===== src/rtl/io_bus_arbiter.sv =====
// Two-master round-robin arbiter for the memory-mapped I/O bus.
// One grant = one transaction; every bus strobe and response comes from a flop.
module io_bus_arbiter #(
    parameter int ADDR_W        = 11,
    parameter int DATA_W        = 32,
    parameter int ACCESS_CYCLES = 1
) (
    input  logic              clk,
    input  logic              nrst,
    input  logic              req0,
    input  logic              req1,
    input  logic              we0,
    input  logic              we1,
    input  logic [ADDR_W-1:0] addr0,
    input  logic [ADDR_W-1:0] addr1,
    input  logic [DATA_W-1:0] wdata0,
    input  logic [DATA_W-1:0] wdata1,
    output logic              gnt0,
    output logic              gnt1,
    output logic              done0,
    output logic              done1,
    output logic [DATA_W-1:0] rdata,
    output logic              bus_nce,
    output logic              bus_we,
    output logic [ADDR_W-1:0] bus_addr,
    output logic [DATA_W-1:0] bus_data,
    input  logic [DATA_W-1:0] bus_rdata,
    output logic              busy
);
    typedef enum logic [1:0] {S_IDLE, S_ACCESS, S_DONE} state_t;

    localparam logic [3:0] CNT_LOAD = 4'(ACCESS_CYCLES - 1);

    state_t            state_q, state_d;
    logic              last_q, last_d;
    logic              owner_q, owner_d;
    logic              win;
    logic [3:0]        cnt_q, cnt_d;
    logic              bus_nce_q, bus_nce_d;
    logic              bus_we_q, bus_we_d;
    logic [ADDR_W-1:0] bus_addr_q, bus_addr_d;
    logic [DATA_W-1:0] bus_data_q, bus_data_d;
    logic [DATA_W-1:0] rdata_q, rdata_d;
    logic              gnt0_q, gnt0_d, gnt1_q, gnt1_d;
    logic              done0_q, done0_d, done1_q, done1_d;
    logic              busy_q, busy_d;

    always_ff @(posedge clk or negedge nrst) begin
        if (!nrst) begin
            state_q    <= S_IDLE;
            last_q     <= 1'b1;
            owner_q    <= 1'b0;
            cnt_q      <= '0;
            bus_nce_q  <= 1'b1;
            bus_we_q   <= 1'b0;
            bus_addr_q <= '0;
            bus_data_q <= '0;
            rdata_q    <= '0;
            gnt0_q     <= 1'b0;
            gnt1_q     <= 1'b0;
            done0_q    <= 1'b0;
            done1_q    <= 1'b0;
            busy_q     <= 1'b0;
        end else begin
            state_q    <= state_d;
            last_q     <= last_d;
            owner_q    <= owner_d;
            cnt_q      <= cnt_d;
            bus_nce_q  <= bus_nce_d;
            bus_we_q   <= bus_we_d;
            bus_addr_q <= bus_addr_d;
            bus_data_q <= bus_data_d;
            rdata_q    <= rdata_d;
            gnt0_q     <= gnt0_d;
            gnt1_q     <= gnt1_d;
            done0_q    <= done0_d;
            done1_q    <= done1_d;
            busy_q     <= busy_d;
        end
    end

    always_comb begin
        state_d    = state_q;
        last_d     = last_q;
        owner_d    = owner_q;
        cnt_d      = cnt_q;
        bus_nce_d  = bus_nce_q;
        bus_we_d   = bus_we_q;
        bus_addr_d = bus_addr_q;
        bus_data_d = bus_data_q;
        rdata_d    = rdata_q;
        gnt0_d     = gnt0_q;
        gnt1_d     = gnt1_q;
        done0_d    = 1'b0;
        done1_d    = 1'b0;
        // On a tie the master that did not win last time goes next.
        win        = (req0 && req1) ? ~last_q : req1;

        case (state_q)
            S_IDLE: begin
                if (req0 || req1) begin
                    owner_d    = win;
                    last_d     = win;
                    bus_we_d   = win ? we1 : we0;
                    bus_addr_d = win ? addr1 : addr0;
                    bus_data_d = win ? wdata1 : wdata0;
                    bus_nce_d  = 1'b0;
                    gnt0_d     = ~win;
                    gnt1_d     = win;
                    cnt_d      = CNT_LOAD;
                    state_d    = S_ACCESS;
                end
            end
            S_ACCESS: begin
                if (cnt_q != 4'd0) begin
                    cnt_d = cnt_q - 4'd1;
                end else begin
                    rdata_d   = bus_rdata;
                    bus_nce_d = 1'b1;
                    bus_we_d  = 1'b0;
                    gnt0_d    = 1'b0;
                    gnt1_d    = 1'b0;
                    done0_d   = ~owner_q;
                    done1_d   = owner_q;
                    state_d   = S_DONE;
                end
            end
            S_DONE: begin
                state_d = S_IDLE;
            end
            default: begin
                state_d = S_IDLE;
            end
        endcase

        busy_d = (state_d != S_IDLE);
    end

    assign gnt0     = gnt0_q;
    assign gnt1     = gnt1_q;
    assign done0    = done0_q;
    assign done1    = done1_q;
    assign rdata    = rdata_q;
    assign bus_nce  = bus_nce_q;
    assign bus_we   = bus_we_q;
    assign bus_addr = bus_addr_q;
    assign bus_data = bus_data_q;
    assign busy     = busy_q;
endmodule


===== config.mk =====
export PLATFORM = sky130hd
export DESIGN_NAME = io_bus_arbiter
export DESIGN_NICKNAME = d
export VERILOG_FILES = /design/src/rtl/io_bus_arbiter.sv
export SDC_FILE = /design/constraint.sdc
export NUM_CORES = 1
export LEC_CHECK = 0
export CAP_MARGIN = 20
export CORE_ASPECT_RATIO = 1.2
export CORE_MARGIN = 1.5
export CORE_UTILIZATION = 40
export CTS_BUF_LIST = sky130_fd_sc_hd__clkbuf_4
export CTS_CLUSTER_SIZE = 40
export DETAILED_ROUTE_END_ITERATION = 8
export PLACE_DENSITY = 0.83
export SETUP_SLACK_MARGIN = 0.5
export SLEW_MARGIN = 20
export SYNTH_ARGS = -nofsm -noshare
export SYNTH_HDL_FRONTEND = slang
export SYNTH_SLANG_ARGS = --single-unit

===== constraint.sdc =====
create_clock -name clk -period 2.5 [get_ports clk]
set_clock_uncertainty 0.15 [all_clocks]
set_input_delay 0.5 -clock clk [delete_from_list [all_inputs] [get_ports clk]]
set_output_delay 0.5 -clock clk [all_outputs]
set_load 0.01 [all_outputs]

Word-level counts from Yosys, hierarchy flattened
Cells that the tools add are included.
Word-level totals
  output and inout bits: 82
  logic and storage cells: 57
  bits in registers: 90
  input bits: 124
Operators by class
  muxes and demuxes: 24
  bitwise gates (word level): 4
  equality and inequality tests: 4
  reductions and logical operators: 10
  add/subtract/negate cells: 1
Operator list (count)
  2-to-1 mux 32 bit: 1
  2-to-1 mux 1 bit: 12
  2-to-1 mux 11 bit: 1
  2-to-1 mux 4 bit: 2
  one-hot mux 1 bit (2 select lines): 4
  one-hot mux 4 bit (2 select lines): 1
  != test 2 bit (second input constant): 3
  AND reduction 3 bit: 2
  2-to-1 mux 2 bit: 2
  inverter 1 bit: 4
  one-hot mux 2 bit (2 select lines): 1
  AND reduction 2 bit: 2
  nonzero test 2 bit: 2
  nonzero test 4 bit: 1
  subtractor 4 x 1 -> 4 bit (second input constant): 1
  equality test 2 x 1 -> 1 bit (second input constant): 1
  logical NOT 2 bit: 1
  logical AND 1 bit: 1
  logical OR 1 bit: 1

Logic depth before layout (Yosys ltp)
Gate-level depths: netlist (run 1).
  depth after elaboration: 5
  depth in mapped cells: 7
  mapped depth without buffers: 6

Worst setup path after synthesis (run 1)
Ideal clock, no wire load.
  kind: register -> register
  start point: register cnt_q[0]
  end point: register rdata_q[10], in the netlist rdata[10]
  buffers on the path: 1
  slack: 623 ps
  required time: 2223 ps
  library setup time: 127 ps
  arrival time: 1600 ps
  period minus slack after synthesis: 1877 ps
  stages on the path, launching flop included: 8
  cells stage by stage: dfrtp_1 -> inv_1 -> ha_1 -> nand3b_1 -> or3_4 -> clkinv_4 -> buf_6 -> mux2_1
Between the ends
  word-level cells in the longest chain between the ends: 3
RTL lines
  start, declared: RTL line 38  | logic [3:0] cnt_q, cnt_d;
  start signal, assigned: RTL line 68  | cnt_q <= cnt_d;
  nonzero test 4 bit: RTL line 115  | if (cnt_q != 4'd0) begin
  inverter 1 bit (no source line)
  AND reduction 2 bit (no source line)
  end signal, assigned: RTL line 73  | rdata_q <= rdata_d;
  end, declared: RTL line 43  | logic [DATA_W-1:0] rdata_q, rdata_d;
Every way passes these cells.
A chain may end at the register's enable or synchronous reset.

Worst setup path in the final report (run 1)
  start point: register cnt_q[1]
  end point: register rdata_q[24], in the netlist rdata[24]
Same word-level chain as after synthesis.

==> results of run 1 <==
-- registers in the layout, summed over array words and instances (netlist names), 2 cells and up --
| register | cells |
|---|---|
| bus_addr | 11 |
| bus_data | 32 |
| cnt_q | 4 |
| rdata | 32 |
| state_q | 2 |
-- kinds of logic (layout without fill, tap and decap cells) --
group,Yosys count,count (layout)
mux,35,35
buf+inv,27,247
compound gates,57,57
fa+ha+maj,1,1
flops,90,90
simple gates,65,65
-- routing by layer --
metal	track usage	vias to the layer above	share of wire	routed length (um)
met3	0.05858	18	0.064	722
li1	-	1487	-	-
met1	0.2722	1629	0.39	4417
met2	0.3785	150	0.52	5872
met4	0.08259	0	0.021	235
met5	0	-	0	0
-- layout make-up --
type / instances / area, um^2
timing repair inverter: 5 / 53.80
timing repair buffer: 221 / 2095
inverter: 5 / 31.28
clock inverter: 6 / 105.1
tap: 120 / 150.1
fill: 699 / 2829
sequential: 90 / 2255
multi-input combinational: 158 / 1440
clock buffer: 10 / 75.07
-- worst min-delay path by stage --
stage               depth (start not counted)  slack [ns]           to
floorplan                                   0        0.05  bus_addr[0]
global placement                            1        0.29        done0
detailed placement                          1        0.30        done0
CTS                                         1        0.33        done0
global route                                1        0.37      bus_nce
finish                                      1        0.35    rdata[25]
-- metrics by stage --
stage | power (mW) | area (um^2) | util | instances
6_report | 7.013 | 6205 | 0.6868 | 615
5_1_grt | 7.430 | 6205 | 0.6868 | 615
4_1_cts | 6.771 | 6075 | 0.6724 | 611
3_5_place_dp | 6.128 | 5901 | 0.6532 | 585
3_3_place_gp | 6.013 | 5901 | 0.6532 | 585
2_1_floorplan | 4.217 | 3730 | - | 275
-- timing repair --
action                                  in CTS  in global routing
pin swaps                                    1                  2
hold buffers                                 1                  0
cloned                                       3                  2
endpoints found under the hold margin       88                  0
gates resized for setup                     84                 28
buffers inserted                             6                  2
endpoints found under the setup margin     114                 32
-- cell usage in the layout, fill, tap and decap left out, types with 2 or more instances in the layout --
master | synthesis | layout
dfrtp_1 | 88 | 88
and3_1 | 45 | 45
mux2_4 | 0 | 22
and2_1 | 2 | 2
o21ai_0 | 4 | 4
a221o_1 | 44 | 44
buf_4 | 0 | 14
clkdlybuf4s50_1 | 0 | 122
clkinv_1 | 0 | 2
clkinv_8 | 0 | 2
inv_6 | 0 | 2
buf_12 | 0 | 2
or2_2 | 2 | 2
bufinv_16 | 0 | 3
nor2_1 | 5 | 5
clkbuf_4 | 0 | 10
a21o_1 | 3 | 3
dfstp_2 | 2 | 2
inv_1 | 4 | 2
mux2_1 | 27 | 9
dlygate4sd2_1 | 0 | 82
nand2b_1 | 3 | 3
inv_2 | 0 | 2
mux2i_1 | 3 | 3
o21bai_1 | 2 | 2
-- report_power, final --
| group | switching [mW] | internal [mW] | total, mW |
|---|---|---|---|
| combinational | 1.58 | 1.90 | 3.48 |
| clock | 0.476 | 0.511 | 0.987 |
| sequential | 0.390 | 2.16 | 2.55 |
| total | 2.45 | 4.57 | 7.01 |
==> metrics, run 1 <==
Worst-path clk slew=0.12 ns; Cell Chain, Critical Path=inv_2, ha_4, nand3b_1, or3_4, inv_8, mux2_1; Crit. path cell count=6; crit-path leading delay family=simple AND/OR/NAND/NOR gates; Hold Crit Class=reg2reg; CORE AREA=9034 um^2; Adder-Cell Fraction of Synth Area=0.003355; Total Neg Setup Slack=0 ns; vias per inst=5.340; die area=9915 um^2; critical path endpoint=rdata[24]; net count after synthesis=400; Worst setup EP type=flop; final hold vios=0; status=finished clean; worst r2r dst=rdata[24]; post-synthesis sequential area ratio=0.6045; CTS root buf=clkbuf_4; Setup crit start kind=flop; vias in the first global route=3,235; Simple-Gate Fraction of Synth Area=0.1073; ys flop type=dfrtp_1; total number of vias=3,284; Setup WS pre-CTS=0.3075 ns; critical path class=reg2reg; mux cell area share after synthesis=0.1047; First-pass DRT Iterations=4; WL final=11,250 um; RePlAce Congestion=about 0.83; RSZ-0062 raised after global routing=yes; CTS tree=done; slack of the critical path=between 0.5 and 0.6 ns; IO buf count=205; Req. time, crit path=2.67 ns; worst slew pin tran=0.4681 ns; Async S/R FF share, synth=1.000; Leak Pwr=2.991 nW; DR WL/cell=18.29 um; Overflow after GRT=0; GRT Total Usage=0.2223; critical register-to-register path startpoint=cnt_q[1]; DR iter-0 viols=171; ranking of synthesized cells by area=dfrtp_1 59%, a221o_1 12%, mux2_1 8.2%; Critical Path Max Stage Delay=0.51 ns; Max Slew Vio Count=0; final period utilization=0.7891; Mean Syn Cell Area=13.56 um^2; CTS sink cnt=90; Clock Tree Buf Depth=2; leading area contributor after synthesis=dfrtp_1; largest family of logic cells by synthesized area=compound AO/OA/AOI/OAI gates; Pwr per Cell Area=roughly 1100 nW/um^2; remaining antenna violation count=0; post-synthesis cell type count=32; Fmax=506.9 MHz; R2R depth=6; largest net degree at the start of global routing=91; starting density of the core=0.4129; most frequent cells after synthesis=88 x dfrtp_1, 45 x and3_1, 44 x a221o_1, 27 x mux2_1, 12 x clkbuf_1; Layout area overhead=66.35%; reg-to-reg setup timing slack=0.53 ns; NumNets Final=just over 600; H-tree lvl count=3; Slowest cell on crit path=or3_4; final setup vio count=0; post-synth top area share=0.5904; Top Ports=206; Critical Path AT=2.14 ns; Hold Slack=0.3481 ns; Slew HR=0.6879; initial antenna violation count=0; synth warn=0; crit path time final=slightly below 2 ns; HP Start=rdata[25]; Chip Width=91.15 um; max-cap violations=0; number of synthesized register bits=90; most frequent cell after synthesis=dfrtp_1; buffer and inverter count on the worst path=2; Worst VDD drop=0.7136 mV; first-pass GRT wire length=approximately 17,000 um; Synth Area in XOR/XNOR=0; number of synthesized flops with an enable pin=0; placement row count=38; Clk Latency, worst-skew pair=0.43 ns; CTS buffer count=9; Critical Path Fanout Max=8; Mapped Cells=275; die span in y=108.8 um; CP Launch Point=cnt_q[1]; DR DRC count=0; Post-Syn Area=3730 um^2; # diodes=0; Synth Area in Compound Gates=0.1432; layout cell share with drive strength beyond 1=0.1414; hpwl dp=roughly 7700 um
Power figures use the tool's default switching activity.
==> run 2, diff against run 1 <==
==> constraint.sdc (replaced) <==
create_clock -name clk -period 2.1 [get_ports clk]
set_clock_uncertainty 0.15 [all_clocks]
set_input_delay 0.42 -clock clk [delete_from_list [all_inputs] [get_ports clk]]
set_output_delay 0.42 -clock clk [all_outputs]
set_load 0.01 [all_outputs]
==> run 2 against run 1 <==
  * Cell count up 9.9%
  * Largest power group unchanged
  * Register-to-register slack worse by 0.41 ns
  * Core utilization up 5.6 points
  * Combinational power up 64%
  * Critical path type unchanged
==> metrics, run 2 (synthesized netlist as in run 1, its figures left out) <==
final setup vio count=0; met2 wire len=7101 um; Slowest cell on crit path=or3_4; Clk Latency, worst-skew pair=roughly 0.45 ns; largest net degree at the start of global routing=91; Cell Chain, Critical Path=inv_1, ha_2, nand3b_1, or3_4, buf_4, a221o_1; Leak Pwr=3.258 nW; hpwl dp=8026 um; DR WL/cell=20.29 um; Critical Path Fanout Max=4; max-cap violations=0; Top Ports=206; HP Start=owner_q; most common cell after layout, fill and taps aside=clkdlybuf4s50_1; worst hold endpoint=done0; worst r2r dst=bus_we; status=finished clean; Chip Width=between 90 and 100 um; Fmax=505.4 MHz; DR iter-0 viols=roughly 230; final period utilization=0.9422; Setup WS pre-CTS=0.02474 ns; CORE AREA=9034 um^2; Hold Crit Class=reg2reg; Switching Fraction=0.3487; Worst-path clk slew=0.14 ns; Hold Slack=0.3427 ns; CTS sink cnt=90; critical path class=reg2reg; crit-path leading delay family=simple AND/OR/NAND/NOR gates; Psw=3.449 mW; placed inst area=5976 um^2; IO buf count=205; Reg power frac=0.309; reg-to-reg setup timing slack=0.12 ns; Total Neg Setup Slack=0 ns; Int Pwr=6.443 mW; clock share of power=0.113; first-pass GRT wire length=about 19,000 um; M1 WL=5325 um; Post-Layout Cell Count=676; worst slew pin tran=approximately 0.48 ns; final hold vios=0; slack of the critical path=0.1214 ns; critical register-to-register path startpoint=cnt_q[1]; total number of vias=3,600; Register Area=2255 um^2; Min-Delay Path Depth=1; WL final=13,720 um; Clock Tree Buf Depth=2; DR DRC count=0; Pwr per Cell Area=1474 nW/um^2; DP Cell Count=589; met3 wire length=834 um; Finished Cell Area=6713 um^2; layout cell share with drive strength beyond 1=0.3867; share of total power in combinational logic=0.578; Critical Path Max Stage Delay=about 0.44 ns; CTS buffer count=9; GRT Total Usage=0.2503; die area=9915 um^2; CP Launch Point=cnt_q[1]; total power draw=9.893 mW; starting density of the core=0.4129; top sig layer=met4; initial antenna violation count=0; CTS tree=done; Setup crit start kind=flop; NumNets Final=between 600 and 700; fin util=0.7431; Critical Path AT=2.17 ns; buffer and inverter count on the worst path=2; R2R depth=6; placement row count=38; # diodes=0; Slew HR=0.6797; die span in y=108.8 um; Layout area overhead=79.97%; Overflow after GRT=0; vias per inst=5.325; Worst setup EP type=flop; Max Slew Vio Count=0; CTS root buf=clkbuf_4; vias in the first global route=3,559; RePlAce Congestion=0.7861; H-tree lvl count=3; First-pass DRT Iterations=5; area of the multi-input gates=1450 um^2; Worst VDD drop=0.9249 mV; Req. time, crit path=2.29 ns; RSZ-0062 raised after global routing=yes; crit path time final=1.979 ns; remaining antenna violation count=0; most frequent cells in the layout=122 x clkdlybuf4s50_1, 88 x dfrtp_1, 59 x buf_4, 59 x buf_2; fillers=roughly 600
## run 2: changes by cell type in the layout (fill, tap and decap cells not counted), moves of 3 or more
cell | previous run | this run
clkbuf_16 | 0 | 5
mux2_2 | 1 | 4
mux2_1 | 9 | 15
buf_2 | 0 | 59
mux2_4 | 22 | 13
buf_6 | 0 | 28
buf_12 | 2 | 7
dlygate4sd2_1 | 82 | 0
buf_4 | 14 | 59
## run 2: power by group through the flow
stage                     Sequential, mW  Combinational (mW)  Clock [mW]
after global routing                3.15                6.00        1.22
after CTS                           2.99                4.72        1.13
final                               3.06                5.71        1.12
after detailed placement            3.05                4.40           0
after floorplan                     3.38                1.64           0
after global placement              3.01                4.27           0
## run 2: area by class of cell
class | instances | share of cell area
inverters | 5 | 0.004660
repair inverters | 2 | 0.003728
flip-flops and latches | 90 | 0.3359
clock inverters | 4 | 0.01137
multi-input cells | 158 | 0.2160
well taps | 120 | 0.02237
clock buffers | 12 | 0.01342
repair buffers | 285 | 0.3925
## run 2: how the worst max path moves through the flow
stage	to	slack [ns]	depth (start not counted)
global route	rdata[12]	0.06	6
finish	bus_we	0.12	6
CTS	rdata[23]	0.13	6
floorplan	rdata[10]	0.22	7
global placement	bus_data[23]	0.08	5
detailed placement	bus_data[14]	0.02	5
## run 2: what timing repair did
action	in CTS	in global routing
setup buffers	38	22
cloned	4	6
gates resized for setup	357	33
pin swaps	5	48
hold buffers	1	0
endpoints found under the setup margin	167	163
hold endpoints to repair	88	0
## run 2: metal layers
metal / track usage / vias to the layer above
li1: - / 1601
met1: 0.3010 / 1780
met2: 0.4328 / 180
met3: 0.06416 / 39
met4: 0.09487 / 0
met5: 0 / -
==> run 3, diff against run 2 <==
--- a/config.mk
+++ b/config.mk
@@ -8,11 +8,10 @@
 export CAP_MARGIN = 20
 export CORE_ASPECT_RATIO = 1.2
 export CORE_MARGIN = 1.5
-export CORE_UTILIZATION = 40
-export CTS_BUF_LIST = sky130_fd_sc_hd__clkbuf_4
+export CORE_UTILIZATION = 35
 export CTS_CLUSTER_SIZE = 40
 export DETAILED_ROUTE_END_ITERATION = 8
-export PLACE_DENSITY = 0.83
+export PLACE_DENSITY = 0.74
 export SETUP_SLACK_MARGIN = 0.5
 export SLEW_MARGIN = 20
 export SYNTH_ARGS = -nofsm -noshare
==> constraint.sdc (replaced) <==
create_clock -name clk -period 2.3 [get_ports clk]
set_clock_uncertainty 0.15 [all_clocks]
set_input_delay 0.46 -clock clk [delete_from_list [all_inputs] [get_ports clk]]
set_output_delay 0.46 -clock clk [all_outputs]
set_load 0.01 [all_outputs]
==> run 3 against run 2 <==
  * Core utilization decreased by 13 points
  * Clock-buffer cell count stayed put
  * Sequential power fell by 9.2%
  * Wire length shrank 15%
  * Critical path type unchanged
  * Non-clock buffer count decreased by 62
  * Largest power group unchanged
  * Critical path depth increased by 1
  * Total power fell by 18%
==> metrics, run 3 (synthesized netlist as in run 1, its figures left out) <==
starting density of the core=0.3564; Hold Crit Class=reg2reg; Layout area overhead=71.15%; initial antenna violation count=0; vias per inst=5.165; placed inst area=5959 um^2; Finished Cell Area=6384 um^2; Critical Path Fanout Max=5; Psw=2.741 mW; CTS root buf=clkbuf_16; layout cell share with drive strength beyond 1=0.1351; Int Pwr=approximately 5.4 mW; most frequent cells in the layout=120 x clkdlybuf4s50_1, 88 x dfrtp_1, 82 x dlygate4sd2_1, 44 x and3_1, 44 x a221o_1; Worst-path clk slew=0.06 ns; Cell Chain, Critical Path=inv_2, ha_4, nand3b_1, or3_4, buf_12, clkinv_8, mux2_4; most common cell after layout, fill and taps aside=clkdlybuf4s50_1; die span in y=116.1 um; largest net degree at the start of global routing=46; Critical Path AT=roughly 2.0 ns; Slew HR=0.7160; First-pass DRT Iterations=4; RePlAce Congestion=about 0.8; Max Slew Vio Count=0; remaining antenna violation count=0; Slowest cell on crit path=or3_4; clock share of power=0.179; CORE AREA=10,470 um^2; critical path class=reg2reg; total number of vias=3,228; Fmax=505.9 MHz; Hold Slack=about 0.33 ns; DR WL/cell=18.62 um; Chip Width=97.24 um; Total Neg Setup Slack=0 ns; WL final=11,640 um; NumNets Final=616; DR DRC count=0; Clk Latency, worst-skew pair=around 0.33 ns; Overflow after GRT=0; CTS buffer count=9; buffer and inverter count on the worst path=3; max-cap violations=0; Register Area=2255 um^2; RSZ-0062 raised after global routing=yes; vias in the first global route=3,303; CTS tree=done; first-pass GRT wire length=17,660 um; GRT Total Usage=0.2001; area of the multi-input gates=1426 um^2; hpwl dp=slightly above 8000 um; final period utilization=0.8595; Top Ports=206; Clock Tree Buf Depth=2; Worst setup EP type=flop; Reg power frac=0.344; Req. time, crit path=2.36 ns; crit path time final=1.977 ns; # diodes=0; Worst VDD drop=between 0.7 and 0.8 mV; worst slew pin tran=0.4259 ns; placement row count=roughly 40; Setup crit start kind=flop; final setup vio count=0; fin util=0.6100; fillers=884; IO buf count=slightly above 200; DR iter-0 viols=121; Critical Path Max Stage Delay=0.47 ns; final hold vios=0; status=finished clean; die area=11,290 um^2; CTS sink cnt=90; Switching Fraction=0.3388; Pwr per Cell Area=1268 nW/um^2; Leak Pwr=3.067 nW; crit-path leading delay family=simple AND/OR/NAND/NOR gates; share of total power in combinational logic=0.477; H-tree lvl count=3
==> run 3: cell types whose count changed in the layout (fill, tap and decap cells not counted), moves of 4 or more <==
| cell | delta |
|---|---|
| buf_2 | -59 |
| buf_4 | -47 |
| buf_6 | -28 |
| clkbuf_16 | +4 |
| clkbuf_4 | -12 |
| dlygate4sd2_1 | +82 |
| mux2_2 | -4 |
| mux2_4 | +5 |
==> run 3: final cells by class <==
class                           count  area share
Multi-Input combinational cell    158      0.2234
Timing Repair inverter              4    0.008232
Tap cell                          129     0.02528
Sequential cell                    90      0.3532
Clock buffer                       12     0.03861
Timing Repair Buffer              223      0.3383
Inverter                            5    0.004900
Clock inverter                      4    0.008036
==> run 3: stage by stage <==
step                      power (mW)  setup slack, ns  cells
final                          8.092           0.3231    625
after global routing           8.576           0.2488    625
after CTS                      8.003           0.3322    624
after detailed placement       6.765           0.1660    597
after global placement         6.631           0.1966    597
after floorplan                4.584           0.4225    275
==> run 3: path summary, 6_finish.rpt <==
check / startpoint / to / slack, ns / cells after the start
max in group asynchronous: nrst / rdata[19] / 0.89 / 3
setup reg to reg: cnt_q[1] / rdata[31] / 0.32 / 7
min in group asynchronous: nrst / rdata[29] / 0.45 / 2
hold reg to reg: rdata[29] / rdata[29] / 0.33 / 1
hold / removal: rdata[29] / rdata[29] / 0.33 / 1
setup / recovery: cnt_q[1] / rdata[31] / 0.32 / 7
==> run 3: metal layers <==
metal / track usage / routed length [um] / vias up
met3: 0.04041 / 540 / 20
li1: - / - / 1484
met2: 0.3473 / 6095 / 121
met1: 0.2423 / 4739 / 1603
met5: 0 / 0 / -
met4: 0.09238 / 259 / 0
==> run 3: repair_timing <==
| item | CTS | global route |
|---|---|---|
| cloned | 4 | 0 |
| hold endpoints to repair | 29 | 0 |
| setup buffers | 6 | 1 |
| gates resized for setup | 92 | 21 |
| hold buffers | 1 | 0 |
| endpoints found under the setup margin | 117 | 78 |
| pin swaps | 0 | 2 |
==> run 3: power groups by stage <==
stage	Sequential (mW)	Clock [mW]	Combinational, mW
floorplan	3.09	0	1.49
global placement	2.79	0	3.84
detailed placement	2.81	0	3.95
CTS	2.77	1.50	3.73
global route	2.88	1.57	4.13
finish	2.78	1.45	3.86
